$ cat config.mk
export PLATFORM = sky130hd
export DESIGN_NAME = hazard_detection_unit_r1
export DESIGN_NICKNAME = d
export VERILOG_FILES = /design/src/rtl/hazard_detection_unit_r1.sv
export SDC_FILE = /design/constraint.sdc
export NUM_CORES = 1
export LEC_CHECK = 0
export CAP_MARGIN = 15
export CORE_MARGIN = 4
export CORE_UTILIZATION = 29
export CTS_CLUSTER_DIAMETER = 80
export DETAILED_ROUTE_END_ITERATION = 8
export GPL_ROUTABILITY_DRIVEN = 1
export PLACE_DENSITY = 0.78
export SYNTH_ARGS = -nofsm -noshare
export SYNTH_HDL_FRONTEND = slang
export SYNTH_SLANG_ARGS = --single-unit
$ cat constraint.sdc
create_clock -name clk -period 1.96 [get_ports clk]
set_input_delay 0.294 -clock clk [delete_from_list [all_inputs] [get_ports clk]]
set_output_delay 0.294 -clock clk [all_outputs]
set_load 0.005 [all_outputs]
$ cat src/rtl/hazard_detection_unit_r1.sv
// rtl/hazard_detection_unit_r1.sv - ID-stage hazard detector with multi-cycle load/MDU stalls and branch flush
// Optional saturating stall counter output enabled by HDU_STALL_COUNT_EN.
module hazard_detection_unit_r1 #(
   parameter int BIT_WIDTH         = 32,
   parameter int REG_ADDR_WIDTH    = 5,
   parameter int LOAD_STALL_CYCLES = 1,
   parameter int DELAY             = 0
) (
   input  logic                      clk,
   input  logic                      rst,
   input  logic [REG_ADDR_WIDTH-1:0] rs,
   input  logic [REG_ADDR_WIDTH-1:0] rt,
   input  logic                      id_uses_rs,
   input  logic                      id_uses_rt,
   input  logic                      id_is_branch,
   input  logic                      id_uses_mdu,
   input  logic                      ex_memRead,
   input  logic                      ex_regWrite,
   input  logic [REG_ADDR_WIDTH-1:0] ex_rd,
   input  logic                      mem_memRead,
   input  logic [REG_ADDR_WIDTH-1:0] mem_rd,
   input  logic                      mdu_busy,
   input  logic                      branch_taken,
   output logic                      PC_write,
   output logic                      IDIF_write,
   output logic                      IDIF_flush,
   output logic                      ex_noop,
   output logic                      stall_active
`ifdef HDU_STALL_COUNT_EN
   ,
   output logic [BIT_WIDTH-1:0]      stall_count
`endif
);

   typedef enum logic [1:0] {RUN, LOAD_WAIT, MDU_WAIT} state_t;

   localparam logic [3:0] LOAD_RELOAD = 4'(LOAD_STALL_CYCLES - 1);

   // Elaboration-time sanity anchor; DELAY has no functional effect.
   if (DELAY < 0 || BIT_WIDTH < 1 || LOAD_STALL_CYCLES < 1 || LOAD_STALL_CYCLES > 15) begin : g_bad_cfg
   end

   state_t     state, state_nxt;
   logic [3:0] cnt, cnt_nxt;
   logic       rs_ex, rt_ex, rs_mem, rt_mem;
   logic       hz_lu, hz_br, hz_md;
   logic       stall;

   assign rs_ex  = id_uses_rs & (rs == ex_rd)  & (rs != '0);
   assign rt_ex  = id_uses_rt & (rt == ex_rd)  & (rt != '0);
   assign rs_mem = id_uses_rs & (rs == mem_rd) & (rs != '0);
   assign rt_mem = id_uses_rt & (rt == mem_rd) & (rt != '0);

   assign hz_lu = ex_memRead & (rs_ex | rt_ex);
   assign hz_br = id_is_branch & ((ex_regWrite & (rs_ex | rt_ex)) | (mem_memRead & (rs_mem | rt_mem)));
   assign hz_md = id_uses_mdu & mdu_busy;

   always_ff @(posedge clk or negedge rst) begin
      if (!rst) begin
         state <= RUN;
         cnt   <= '0;
      end else begin
         state <= state_nxt;
         cnt   <= cnt_nxt;
      end
   end

   always_comb begin
      state_nxt = state;
      cnt_nxt   = cnt;
      case (state)
         RUN: begin
            cnt_nxt = '0;
            if (hz_lu) begin
               if (LOAD_STALL_CYCLES > 1) begin
                  state_nxt = LOAD_WAIT;
                  cnt_nxt   = LOAD_RELOAD;
               end
            end else if (hz_md) begin
               state_nxt = MDU_WAIT;
            end
         end
         LOAD_WAIT: begin
            if (cnt <= 4'd1) begin
               state_nxt = RUN;
               cnt_nxt   = '0;
            end else begin
               cnt_nxt = cnt - 4'd1;
            end
         end
         MDU_WAIT: begin
            if (!mdu_busy) state_nxt = RUN;
         end
         default: begin
            state_nxt = RUN;
            cnt_nxt   = '0;
         end
      endcase
   end

   // Outputs are held at their idle values while reset is asserted.
   always_comb begin
      stall = 1'b0;
      case (state)
         RUN:       stall = hz_lu | hz_br | hz_md;
         LOAD_WAIT: stall = 1'b1;
         MDU_WAIT:  stall = mdu_busy;
         default:   stall = 1'b0;
      endcase
      if (!rst) stall = 1'b0;
      stall_active = stall;
      PC_write     = ~stall;
      IDIF_write   = ~stall;
      ex_noop      = stall;
      IDIF_flush   = rst & branch_taken & ~stall;
   end

`ifdef HDU_STALL_COUNT_EN
   always_ff @(posedge clk or negedge rst) begin
      if (!rst) begin
         stall_count <= '0;
      end else if (stall_active && (stall_count != '1)) begin
         stall_count <= stall_count + BIT_WIDTH'(1);
      end
   end
`endif

endmodule

-- Word level (Yosys, flattened, before mapping)
Cells that the tools add are included.
- mux-type cells: 9
- add/subtract/negate cells: 1
- reductions and logical operators: 4
- equal/unequal tests: 10
- order comparisons: 1
- bitwise operators: 21
- operators with widths (kind ; number):
    5-bit == test ; 4
    1-bit AND ; 15
    5-bit nonzero test ; 2
    2-bit two-way mux ; 4
    2-bit != test (second input constant) ; 4
    4-bit one-hot mux with 2 select lines ; 1
    2-bit one-hot mux with 3 select lines ; 1
    1-bit bitwise OR ; 5
    4-bit by 1-bit <= comparator with 1-bit output (second input constant) ; 1
    4-bit two-way mux ; 1
    4-bit AND reduction ; 1
    4-bit by 1-bit subtractor with 4-bit output (second input constant) ; 1
    1-bit one-hot mux with 3 select lines ; 1
    2-bit by 1-bit == test with 1-bit output (second input constant) ; 1
    2-bit == test (second input constant) ; 1
    2-bit logical NOT ; 1
    1-bit two-way mux ; 1
    1-bit NOT ; 1
- input bits: 31
- bits in registers: 6
- output and inout port bits: 5

-- Depth between registers and ports, before layout
- depth after elaboration: 13
- depth in mapped cells: 6
- mapped depth without buffers: 5

-- Worst setup path before layout
No wires, ideal clock.
- path kind: in2out
- from: input port rs[0]
- to: output port stall_active
- arrival time: 1511 ps
- required time: 1666 ps
- cell stages on the path: 6
- path slack: 155 ps
- path through: or4_1 > o21ai_1 > nand4b_1 > nand3_2 > o21a_1 > buf_4
- longest elaborated chain between the ends: 11
- elaborated cells on any way between the ends: 18
- classes of those cells: eq/ne (2); mux (2); bitwise (13); reduce/logical (1)
- ends and longest elaborated chain (item ; RTL line ; text):
    start: declaration ; 11 ; input logic [REG_ADDR_WIDTH-1:0] rs,
    5-bit == test, on equally long branches ; 49, 51 ;
    1-bit AND, on equally long branches (2 in series) ; 49, 51 ;
    1-bit bitwise OR, on equally long branches ; 54, 55 ;
    1-bit AND ; 55 ; assign hz_br = id_is_branch & ((ex_regWrite & (rs_ex | rt_ex)) | (mem_memRead & (rs_mem | rt_mem)));
    1-bit bitwise OR ; 55 ;
    1-bit AND ; 55 ;
    1-bit bitwise OR (*) (2 in series) ; 105 ; RUN: stall = hz_lu | hz_br | hz_md;
    1-bit one-hot mux with 3 select lines (*) ; 104 ; case (state)
    1-bit two-way mux (*) ; 110 ; if (!rst) stall = 1'b0;
    end: declaration ; 28 ; output logic stall_active
Mark *: on every way between the ends. The rest lies on a longest branch, timed or not.

-- Final worst setup path
- from: input port rs[3]
- to: output port ex_noop
- longest elaborated chain between the ends: 11
- elaborated cells on any way between the ends: 18
- classes of those cells: eq/ne (2); mux (2); bitwise (13); reduce/logical (1)
- ends and longest elaborated chain (item ; RTL line ; text):
    5-bit == test, on equally long branches ; 49, 51 ;
    1-bit AND, on equally long branches (2 in series) ; 49, 51 ;
    1-bit bitwise OR, on equally long branches ; 54, 55 ;
    1-bit AND ; 55 ;
    1-bit bitwise OR ; 55 ;
    1-bit AND ; 55 ;
    1-bit bitwise OR (*) (2 in series) ; 105 ;
    1-bit one-hot mux with 3 select lines (*) ; 104 ;
    1-bit two-way mux (*) ; 110 ;
    end: declaration ; 27 ; output logic ex_noop,
Marks and branches as above.

==> metrics.csv <==
metric;value;unit
status;finished with violations;
violations;setup timing;
nNetsFinal;129;
synth_top_cell_by_area;xnor2_1;
hpwlAfterDp;1.24;mm
endpoint_kind;output port;
regMostFlops;state;
layout.cells.non_filler;110;
largest_reg_flops;1;
synthesis.area;384;um2
synth_warnings;0;
path_clk_slew;0;ns
setup_tns;-0.543;ns
reg.largest.list;state (1);
worstPathCellList;buf_8 -> buf_12 -> xnor2_2 -> nand4_1 -> or4_4 -> a21oi_4 -> o21a_1 -> buf_4 -> buf_6;
drcViolationCount;0;
p_leak;0.410;nW
critPathBufInv;4;
cap_viol_max_count;0;
dr_total_vias;536;
grt_max_degree;5;
via_per_inst;4.87;
peakVddDrop;0.000105;V
fmax;475;MHz
criticalPathCategory;input port to output port;
grt_pass1_vias;566;
ys_top_cells_by_area;xnor2_1 (27%), xor2_1 (18%), dfrtp_1 (6.5%), or4_1 (5.9%), or4_4 (5.9%);
ys_types;18;
synthFlopType;dfrtp_1;
hold_class;input port to async pin;
detailedPlace.worstSlack;-0.832;ns
slew_headroom;77.8;%
grt_overflow_total;0;
r2r_slack;0.71;ns
grt_pass1_wl;2.42;mm
cp_max_fo;2;
antenna_cells;0;
crit_family;simple AND/OR/NAND/NOR gates;
finalCritPeriodShare;107;%
required;1.67;ns
async_flop_share;100;%
ant_nets;0;
dpl_cell_area;827;um2
final_hold_viol_count;0;
syn_nets;77;
antenna_found_initial;0;
dieArea;1970;um2
seq_area_frac_synth;6.51;%
gp_congestion;0.799;
rsz0062_at_grt;true;
synth_common_cells;xnor2_1 (12), xor2_1 (8), nand4_1 (3), o21ai_1 (3), or4_1 (3);
max_stage_delay;0.53;ns
grtUsageTotal;16.2;%
synthCells;46;
tightest_slew;0.330;ns
place_inst;105;
drv_slew;0;
synth-seq-cells;1;
synth_edf_count;0;
min_period;2.10;ns
start_util;32.8;%
finish.instance_area;906;um2
drt-total-wl;1.57;mm
clock_skew;0;ns
dieWidth;44.4;um
io_pins;36;
drtIter0Drc;0;
dr.pass1.iters;1;
worstPathArrival;1.81;ns
slowest_stage;or4_4;
synth_area_per_cell;8.35;um2
wl_per_cell;14.2;um
cellPowerDensity;222;nW/um2
nFillCells;95;
worst_slack;-0.144;ns
port_buffers;35;
setup_violations;5;
yosysTopAreaCellShare;27.4;%
coreArea;1170;um2
syn_to_final_growth;136;%
clk_latency;0;ns
num_rows;12;
synthMostInstantiatedCell;xnor2_1;
cp-start-kind;input port;
layout-drive-gt1-share;54.2;%
dieHeight;44.4;um
-- area by class of cell --
class                   count  area (um2)  area share (%)
flip-flops and latches      1        25.0            2.76
repair buffers             52         460            50.8
multi-input cells          43         403            44.5
well taps                  14        17.5            1.93
-- logic make-up after synthesis --
family,after synthesis,share of synthesized area (%)
AND/OR/NAND/NOR,15,30.0
buffers and inverters,2,3.91
XOR/XNOR,20,45.6
AO/OA/AOI/OAI,8,14.0
flip-flops,1,6.51
-- where the power goes --
group          leakage [nW]  switching, mW  internal, mW
Clock                     0              0             0
Sequential           0.0125        0.00175        0.0225
Combinational         0.398         0.0646         0.112
-- cells in the final DEF, fill, tap and decap left out --
master	Yosys	final
nor3_4	0	1
buf_6	0	9
o21ai_2	0	3
nand2_1	2	2
o21ai_0	1	1
or4_1	3	2
xnor2_2	0	5
and3b_1	1	1
buf_8	0	1
o21a_1	1	1
or4_4	2	3
clkdlybuf4s15_2	0	4
buf_12	0	1
clkdlybuf4s50_1	0	6
dfrtp_1	1	1
xnor2_1	12	7
xor2_1	8	8
buf_4	2	12
dlygate4sd2_1	0	5
clkdlybuf4s15_1	0	3
a21oi_1	2	2
nand3_2	1	1
nand4b_1	1	1
nand4_1	3	3
nor4_1	1	1
buf_2	0	11
a21oi_4	1	1
-- metal layers --
layer  track usage [%]  vias to the layer above  wire length, um
li1                  -                      270                -
met1              16.4                      239              513
met2              35.8                       27              895
met3              1.63                        0              157
met4                 0                        0                0
met5                 0                        -                0
-- path summary, 6_finish.rpt --
path                       startpoint       end  cells past startpoint
max                             rs[3]   ex_noop                      9
min                               rst  state[1]                      1
max reg2reg                  state[1]  state[1]                      3
min reg2reg                  state[1]  state[1]                      3
max in group asynchronous         rst  state[1]                      1
min in group clk             state[1]  state[1]                      3
-- what timing repair did --
item	CTS	global route
pin swaps	21	5
gates cloned	0	0
setup endpoints to repair	5	5
resized for setup	112	4
setup buffers	5	0
hold buffers	0	0
-- stage by stage --
step | total power, mW | hold WS (ns) | utilization (%)
after detailed placement | 0.186 | 0.487 | 70.6
final | 0.201 | 0.498 | 77.4
after global placement | 0.183 | 0.486 | 70.6
after CTS | 0.197 | 0.498 | 76.4
after floorplan | 0.0761 | -0.00159 | -
after global routing | 0.214 | 0.516 | 77.4
-- worst register-to-register path: stages, from the launching register on --
cell     delay, ns
dfrtp_1       0.39
or4_4         0.58
nand2_1       0.09
a21oi_1       0.06
Note: power is estimated with default switching activity, not from simulation.
